===== src/rtl/display_scan_driver_if.sv =====
// Digit-code inputs and display-pin outputs of the scan driver.
// The upstream/board side uses master; the driver itself uses slave.
interface display_scan_driver_if;
  logic       EN;
  logic [3:0] dig6;
  logic [3:0] dig5;
  logic [3:0] dig4;
  logic [3:0] dig3;
  logic [3:0] dig2;
  logic [3:0] dig1;
  logic [5:0] dp_mask;
  logic [6:0] seg;
  logic       dp;
  logic [5:0] an;
  logic       slot_start;

  modport master (
    output EN, dig6, dig5, dig4, dig3, dig2, dig1, dp_mask,
    input  seg, dp, an, slot_start
  );

  modport slave (
    input  EN, dig6, dig5, dig4, dig3, dig2, dig1, dp_mask,
    output seg, dp, an, slot_start
  );
endinterface


===== src/rtl/display_scan_driver.sv =====
// Time-multiplexed 7-segment scan driver: one digit captured per slot, anodes dark for the
// first BLANK_CYC cycles of each slot to suppress ghosting, pin polarity set by ACTIVE_LOW.
module display_scan_driver #(
  parameter int unsigned NUM_DIG    = 6,
  parameter int unsigned SCAN_DIV   = 50000,
  parameter int unsigned BLANK_CYC  = 500,
  parameter bit          ACTIVE_LOW = 1'b1
) (
  input logic                  CLK,
  input logic                  RST,
  display_scan_driver_if.slave bus
);

  localparam int unsigned CntW = $clog2(SCAN_DIV);

  logic [CntW-1:0] cnt_q, cnt_d;
  logic [2:0]      idx_q, idx_d;
  logic [3:0]      code_q, code_d;
  logic            cur_dp_q, cur_dp_d;
  logic            wrap;

  logic [6:0] seg_l;
  logic [5:0] an_l;
  logic       dp_l;

  logic [6:0] seg_q;
  logic [5:0] an_q;
  logic       dp_q;
  logic       slot_start_q;

  logic [3:0] digs [6];

  assign digs[0] = bus.dig1;
  assign digs[1] = bus.dig2;
  assign digs[2] = bus.dig3;
  assign digs[3] = bus.dig4;
  assign digs[4] = bus.dig5;
  assign digs[5] = bus.dig6;

  // Logical (active-high) segment pattern, gfedcba; B..F are dark.
  function automatic logic [6:0] decode(input logic [3:0] code);
    logic [6:0] s;
    case (code)
      4'h0:    s = 7'h3F;
      4'h1:    s = 7'h06;
      4'h2:    s = 7'h5B;
      4'h3:    s = 7'h4F;
      4'h4:    s = 7'h66;
      4'h5:    s = 7'h6D;
      4'h6:    s = 7'h7D;
      4'h7:    s = 7'h07;
      4'h8:    s = 7'h7F;
      4'h9:    s = 7'h6F;
      4'hA:    s = 7'h40;
      default: s = 7'h00;
    endcase
    return s;
  endfunction

  always_comb begin
    wrap     = (cnt_q == CntW'(SCAN_DIV - 1));
    cnt_d    = wrap ? '0 : cnt_q + 1'b1;
    idx_d    = idx_q;
    code_d   = code_q;
    cur_dp_d = cur_dp_q;
    if (wrap) begin
      idx_d    = (idx_q == 3'(NUM_DIG - 1)) ? '0 : idx_q + 1'b1;
      // Capture once per slot so mid-slot input changes cannot tear the digit.
      code_d   = digs[idx_d];
      cur_dp_d = bus.dp_mask[idx_d];
    end
  end

  // Outputs are computed from post-update state so they line up with the new cnt/idx.
  always_comb begin
    an_l = '0;
    if (bus.EN && (cnt_d >= CntW'(BLANK_CYC))) begin
      an_l = 6'b1 << idx_d;
    end
    seg_l = decode(code_d);
    dp_l  = cur_dp_d && (an_l != '0);
  end

  always_ff @(posedge CLK or posedge RST) begin
    if (RST) begin
      cnt_q        <= '0;
      idx_q        <= '0;
      code_q       <= 4'hF;
      cur_dp_q     <= 1'b0;
      seg_q        <= {7{ACTIVE_LOW}};
      an_q         <= {6{ACTIVE_LOW}};
      dp_q         <= ACTIVE_LOW;
      slot_start_q <= 1'b0;
    end else begin
      cnt_q        <= cnt_d;
      idx_q        <= idx_d;
      code_q       <= code_d;
      cur_dp_q     <= cur_dp_d;
      seg_q        <= seg_l ^ {7{ACTIVE_LOW}};
      an_q         <= an_l ^ {6{ACTIVE_LOW}};
      dp_q         <= dp_l ^ ACTIVE_LOW;
      slot_start_q <= (cnt_d == '0);
    end
  end

  assign bus.seg        = seg_q;
  assign bus.an         = an_q;
  assign bus.dp         = dp_q;
  assign bus.slot_start = slot_start_q;

endmodule


===== src/flat_wrapper.sv =====
// flat-port wrapper written by rule: the top's interface ports become plain ports
module display_scan_driver_flat 
#(
  parameter int unsigned NUM_DIG    = 6,
  parameter int unsigned SCAN_DIV   = 50000,
  parameter int unsigned BLANK_CYC  = 500,
  parameter bit          ACTIVE_LOW = 1'b1
)
  (CLK, RST, bus_EN, bus_dig6, bus_dig5, bus_dig4, bus_dig3, bus_dig2, bus_dig1, bus_dp_mask, bus_seg, bus_dp, bus_an, bus_slot_start);
  display_scan_driver_if bus_i ();
  input logic CLK;
  input logic RST;
  input wire logic [$bits(bus_i.EN)-1:0] bus_EN;
  input wire logic [$bits(bus_i.dig6)-1:0] bus_dig6;
  input wire logic [$bits(bus_i.dig5)-1:0] bus_dig5;
  input wire logic [$bits(bus_i.dig4)-1:0] bus_dig4;
  input wire logic [$bits(bus_i.dig3)-1:0] bus_dig3;
  input wire logic [$bits(bus_i.dig2)-1:0] bus_dig2;
  input wire logic [$bits(bus_i.dig1)-1:0] bus_dig1;
  input wire logic [$bits(bus_i.dp_mask)-1:0] bus_dp_mask;
  output wire logic [$bits(bus_i.seg)-1:0] bus_seg;
  output wire logic [$bits(bus_i.dp)-1:0] bus_dp;
  output wire logic [$bits(bus_i.an)-1:0] bus_an;
  output wire logic [$bits(bus_i.slot_start)-1:0] bus_slot_start;
  assign bus_i.EN = bus_EN;
  assign bus_i.dig6 = bus_dig6;
  assign bus_i.dig5 = bus_dig5;
  assign bus_i.dig4 = bus_dig4;
  assign bus_i.dig3 = bus_dig3;
  assign bus_i.dig2 = bus_dig2;
  assign bus_i.dig1 = bus_dig1;
  assign bus_i.dp_mask = bus_dp_mask;
  assign bus_seg = bus_i.seg;
  assign bus_dp = bus_i.dp;
  assign bus_an = bus_i.an;
  assign bus_slot_start = bus_i.slot_start;
  display_scan_driver #(.NUM_DIG(NUM_DIG), .SCAN_DIV(SCAN_DIV), .BLANK_CYC(BLANK_CYC), .ACTIVE_LOW(ACTIVE_LOW)) u_core (.CLK(CLK), .RST(RST), .bus(bus_i));
endmodule

===== config.mk =====
export PLATFORM = sky130hd
export DESIGN_NAME = display_scan_driver_flat
export DESIGN_NICKNAME = d
export VERILOG_FILES = /design/src/rtl/display_scan_driver_if.sv /design/src/rtl/display_scan_driver.sv /design/src/flat_wrapper.sv
export SDC_FILE = /design/constraint.sdc
export NUM_CORES = 1
export LEC_CHECK = 0
export BUFFER_PORTS_ARGS = -buffer_cell sky130_fd_sc_hd__buf_2
export CORE_MARGIN = 2
export CORE_UTILIZATION = 49
export CTS_CLUSTER_DIAMETER = 50
export DETAILED_ROUTE_END_ITERATION = 6
export PLACE_DENSITY = 0.85
export SYNTH_ARGS = -nofsm -noshare
export SYNTH_HDL_FRONTEND = slang
export SYNTH_SLANG_ARGS = --single-unit

===== constraint.sdc =====
create_clock -name CLK -period 2.8 [get_ports CLK]
set_clock_uncertainty 0.15 [all_clocks]
set_input_delay 0.28 -clock CLK [delete_from_list [all_inputs] [get_ports CLK]]
set_output_delay 0.28 -clock CLK [all_outputs]
set_load 0.01 [all_outputs]

==> flow_summary.ini <==
[status]
run_status = complete, no violations

[final_layout]
final_net_count = 328
fillerInstances = 336
post_route_cells_drive_above_1_share = 0.3854
utilization = 0.6434
areaGrowthSynthToFinish_pct = 24.04
antenna-diode-count = 0

[floorplan]
design.core.area_um2 = 4414
chipHeight_um = 72.36
pin_count = 48
die_w_um = 72.36
die-area_um2 = 5236
initial_utilization = 0.5187
rows = 24

[power_and_ir_drop]
power.total_w = 0.001106
power.share.switching = 0.2045
power-per-cell-area_nw_per_um2 = 389.3
intPower_w = 0.0008796
power_frac_comb = 0.047
power.static_leakage_nw = 1.316
vdd_ir_drop_max_v = 0.0003920
p_clk_frac = 0.443
sequentialPowerShare = 0.510
total_switching_power_w = 0.0002262

[worst_hold_path]
hold_path.class = in -> reg

[global_routing]
antenna_found_initial = 0
grt_pass1_wl_um = 8838
grt_max_degree = 40
track_usage = 0.2188
grt.overflow.total = 0
first_global_vias = 1933

[placed_design]
place.gp.congestion = 0.8664
detailed_place_hpwl_um = 3713
placement.io_buffers = 47

[synthesis]
yosys.cell_count.top_type = sky130_fd_sc_hd__dfrtp_1
synth_cell_types = 60
yosysTopAreaCell = sky130_fd_sc_hd__dfrtp_1
synthCells = 226
synth_edf_count = 0
ys_async_sr_fraction = 1.000
mean_post_synth_cell_area_um2 = 10.13
most_used_standard_cells_in_the_synthesized_netlist = sky130_fd_sc_hd__dfrtp_1, sky130_fd_sc_hd__dfstp_2, sky130_fd_sc_hd__nor2_1
synth_nets = 267
synth.yosys.seq_area_share = 0.4361
synth_top_cell_area_share = 0.2295
synth-warning-count = 0
mapped_cell_area_um2 = 2290
postSynthRegisterBits = 39
ys_top_cells_by_area = sky130_fd_sc_hd__dfrtp_1, sky130_fd_sc_hd__dfstp_2, sky130_fd_sc_hd__ha_1, sky130_fd_sc_hd__xnor2_1, sky130_fd_sc_hd__mux2i_1
synth_top_flop_cell = sky130_fd_sc_hd__dfrtp_1

[detailed_routing]
drt_iter0_drc = 148
met2WireLength_um = 2586
drt_pre_antenna_iters = 4
routed_wirelength_um = 5126
detailed_route_via_count = 1939
top_layer_used = met4
detail_route.wirelength.met1_um = 2161
post_drt_wl_per_cell_um = 15.08
vias_per_cell = 5.703
ant_nets = 0
wl_met3_um = 244
route.detailed.drc = 0

[timing]
period_needed_ps = 2672
max-slew-margin-rel = 0.6757
final.setup.tns_ps = 0
setup_viol = 0
worst_slew_pin_slew_ps = 486.5
max_freq_mhz = 374.3
timing_max_transition_violations_final = 0
final_hold_viol_count = 0
post-route-period-util = 0.9543

[worst_setup_path]
path_cells = or4b_4 -> nor4_4 -> buf_4 -> nor2_1 -> a21o_1 -> inv_1 -> ha_1 -> nand2_1 -> a21oi_1
critical_path_class = reg -> reg
critical-path-max-stage-delay_ps = 600
cp-start-kind = register
worst_ep_arrival_time_ps = 2740
timing.critical_path.max_delay_family = simple AND/OR/NAND/NOR gates
cp.buffers_inverters = 2
cp_data_required_time_ps = 2870
critPathMaxFanout = 6
cell_with_the_largest_stage_delay_on_the_worst_path = sky130_fd_sc_hd__or4b_4
critPathCaptureType = register

[clock_network]
clkSlewWorstSetupHoldPaths_ps = 80
worst_skew_pair.late_latency_ps = 300
clock-root-buffer = sky130_fd_sc_hd__clkbuf_8
cts.path.max_buffers = 2
cts_inserted_buffers = 5
clock_sink_count = 39
cts_tree = yes
clock_tree.htree_level_count = 2

[run]
maxCapViolations = 0
==> flip-flops by register name, summed over array words and instances (netlist names) <==
register,flops
u_core.code_q,4
u_core.bus.an,6
u_core.bus.dp,1
u_core.idx_q,3
u_core.bus.slot_start,1
u_core.cur_dp_q,1
u_core.cnt_q,16
u_core.bus.seg,7
==> final timing paths <==
check	startpoint	cells after the start	end	slack, ps
min in group asynchronous	RST	4	u_core.cnt_q[8]$_DFF_PP0_	490
max in group asynchronous	RST	4	u_core.code_q[0]$_DFF_PP1_	1660
worst min-delay path	bus_EN	4	u_core.bus.dp$_DFF_PP1_	140
worst min register to register	u_core.cur_dp_q$_DFF_PP0_	2	u_core.cur_dp_q$_DFF_PP0_	340
worst max-delay path	u_core.cnt_q[10]$_DFF_PP0_	9	u_core.bus.seg[2]$_DFF_PP1_	130
worst max register to register	u_core.cnt_q[10]$_DFF_PP0_	9	u_core.bus.seg[2]$_DFF_PP1_	130
==> metrics by stage <==
step / cell area (um^2) / hold slack [ps] / cells / worst slack (ps)
4_1_cts: 2791 / 136.6 / 337 / 100.6
5_1_grt: 2840 / 170.1 / 340 / -5.636
3_5_place_dp: 2664 / 270.2 / 328 / 126.8
2_1_floorplan: 2318 / 298.6 / 226 / -10.20
3_3_place_gp: 2664 / 262.5 / 328 / 180.1
6_report: 2840 / 138.1 / 340 / 128.0
==> per-layer routing <==
| metal | GRT usage | vias to the layer above |
|---|---|---|
| li1 | - | 947 |
| met1 | 0.2700 | 913 |
| met2 | 0.3751 | 64 |
| met3 | 0.04306 | 15 |
| met4 | 0.08805 | 0 |
| met5 | 0 | - |
==> cell type report <==
type / count / area [um^2] / area share
clock buffer: 6 / 82.58 / 0.02907
clock inverter: 2 / 35.03 / 0.01233
inverter: 9 / 33.78 / 0.01189
multi-input combinational: 164 / 1230 / 0.4330
sequential: 39 / 998.5 / 0.3515
tap: 52 / 65.06 / 0.02291
timing repair buffer: 68 / 395.4 / 0.1392
==> what timing repair did <==
item / 4_1_cts / 5_1_grt
buffers inserted: 0 / 3
gates resized for setup: 0 / 4
endpoints found under the setup margin: 0 / 9
hold buffers: 1 / 0
endpoints found under the hold margin: 21 / 0
==> logic make-up (layout without fill, tap and decap cells) <==
family,count (synthesis),after routing,synth area share
muxes,16,16,0.08033
adders and majority gates,8,8,0.04372
and+or+nand+nor,84,84,0.2066
AOI/OAI and AO/OA,40,40,0.1246
xor gates and xnor gates,16,16,0.06120
DFF,39,39,0.4361
buffers and inverters,23,85,0.04753
==> power groups by stage <==
stage               Sequential (W)  Combinational [W]  Clock [W]
global placement          0.000574          0.0000502          0
CTS                       0.000564          0.0000531   0.000496
detailed placement        0.000574          0.0000515          0
floorplan                 0.000574          0.0000232          0
global route              0.000564          0.0000606   0.000518
finish                    0.000564          0.0000520   0.000490
==> cell usage in the layout (no fill, tap or decap), types with 2 or more instances in the layout <==
cell                       count
sky130_fd_sc_hd__nor3_1        3
sky130_fd_sc_hd__ha_1          7
sky130_fd_sc_hd__a221oi_1      2
sky130_fd_sc_hd__nor2_1       17
sky130_fd_sc_hd__a21oi_1       7
sky130_fd_sc_hd__mux2_1        2
sky130_fd_sc_hd__or4_1         2
sky130_fd_sc_hd__o31ai_1       2
sky130_fd_sc_hd__a22o_1        2
sky130_fd_sc_hd__mux2_2        4
sky130_fd_sc_hd__xnor2_1      10
sky130_fd_sc_hd__xor2_1        6
sky130_fd_sc_hd__o21ai_0       4
sky130_fd_sc_hd__mux2i_1       7
sky130_fd_sc_hd__nand4_1      10
sky130_fd_sc_hd__nand2_1      14
sky130_fd_sc_hd__buf_4        20
sky130_fd_sc_hd__buf_2        47
sky130_fd_sc_hd__nand3_1      11
sky130_fd_sc_hd__a21boi_0      2
sky130_fd_sc_hd__nor4_1        3
sky130_fd_sc_hd__nor3b_1       2
sky130_fd_sc_hd__dfstp_2      18
sky130_fd_sc_hd__or4b_4        2
sky130_fd_sc_hd__dfrtp_1      21
sky130_fd_sc_hd__nor2b_1       5
sky130_fd_sc_hd__and3_1        3
sky130_fd_sc_hd__inv_1         8
sky130_fd_sc_hd__and2_1        2
sky130_fd_sc_hd__clkbuf_8      6
sky130_fd_sc_hd__a31oi_1       6
==> worst register-to-register path: cells and delay by family, from the launching register on <==
family / cells / cell delay (ps)
AO/OA/AOI/OAI: 2 / 400
buffers and inverters: 2 / 410
flip-flops: 1 / 440
AND/OR/NAND/NOR: 4 / 1000
adder cells (fa/ha/maj): 1 / 210
No activity file was read; power rests on OpenSTA's default activity.
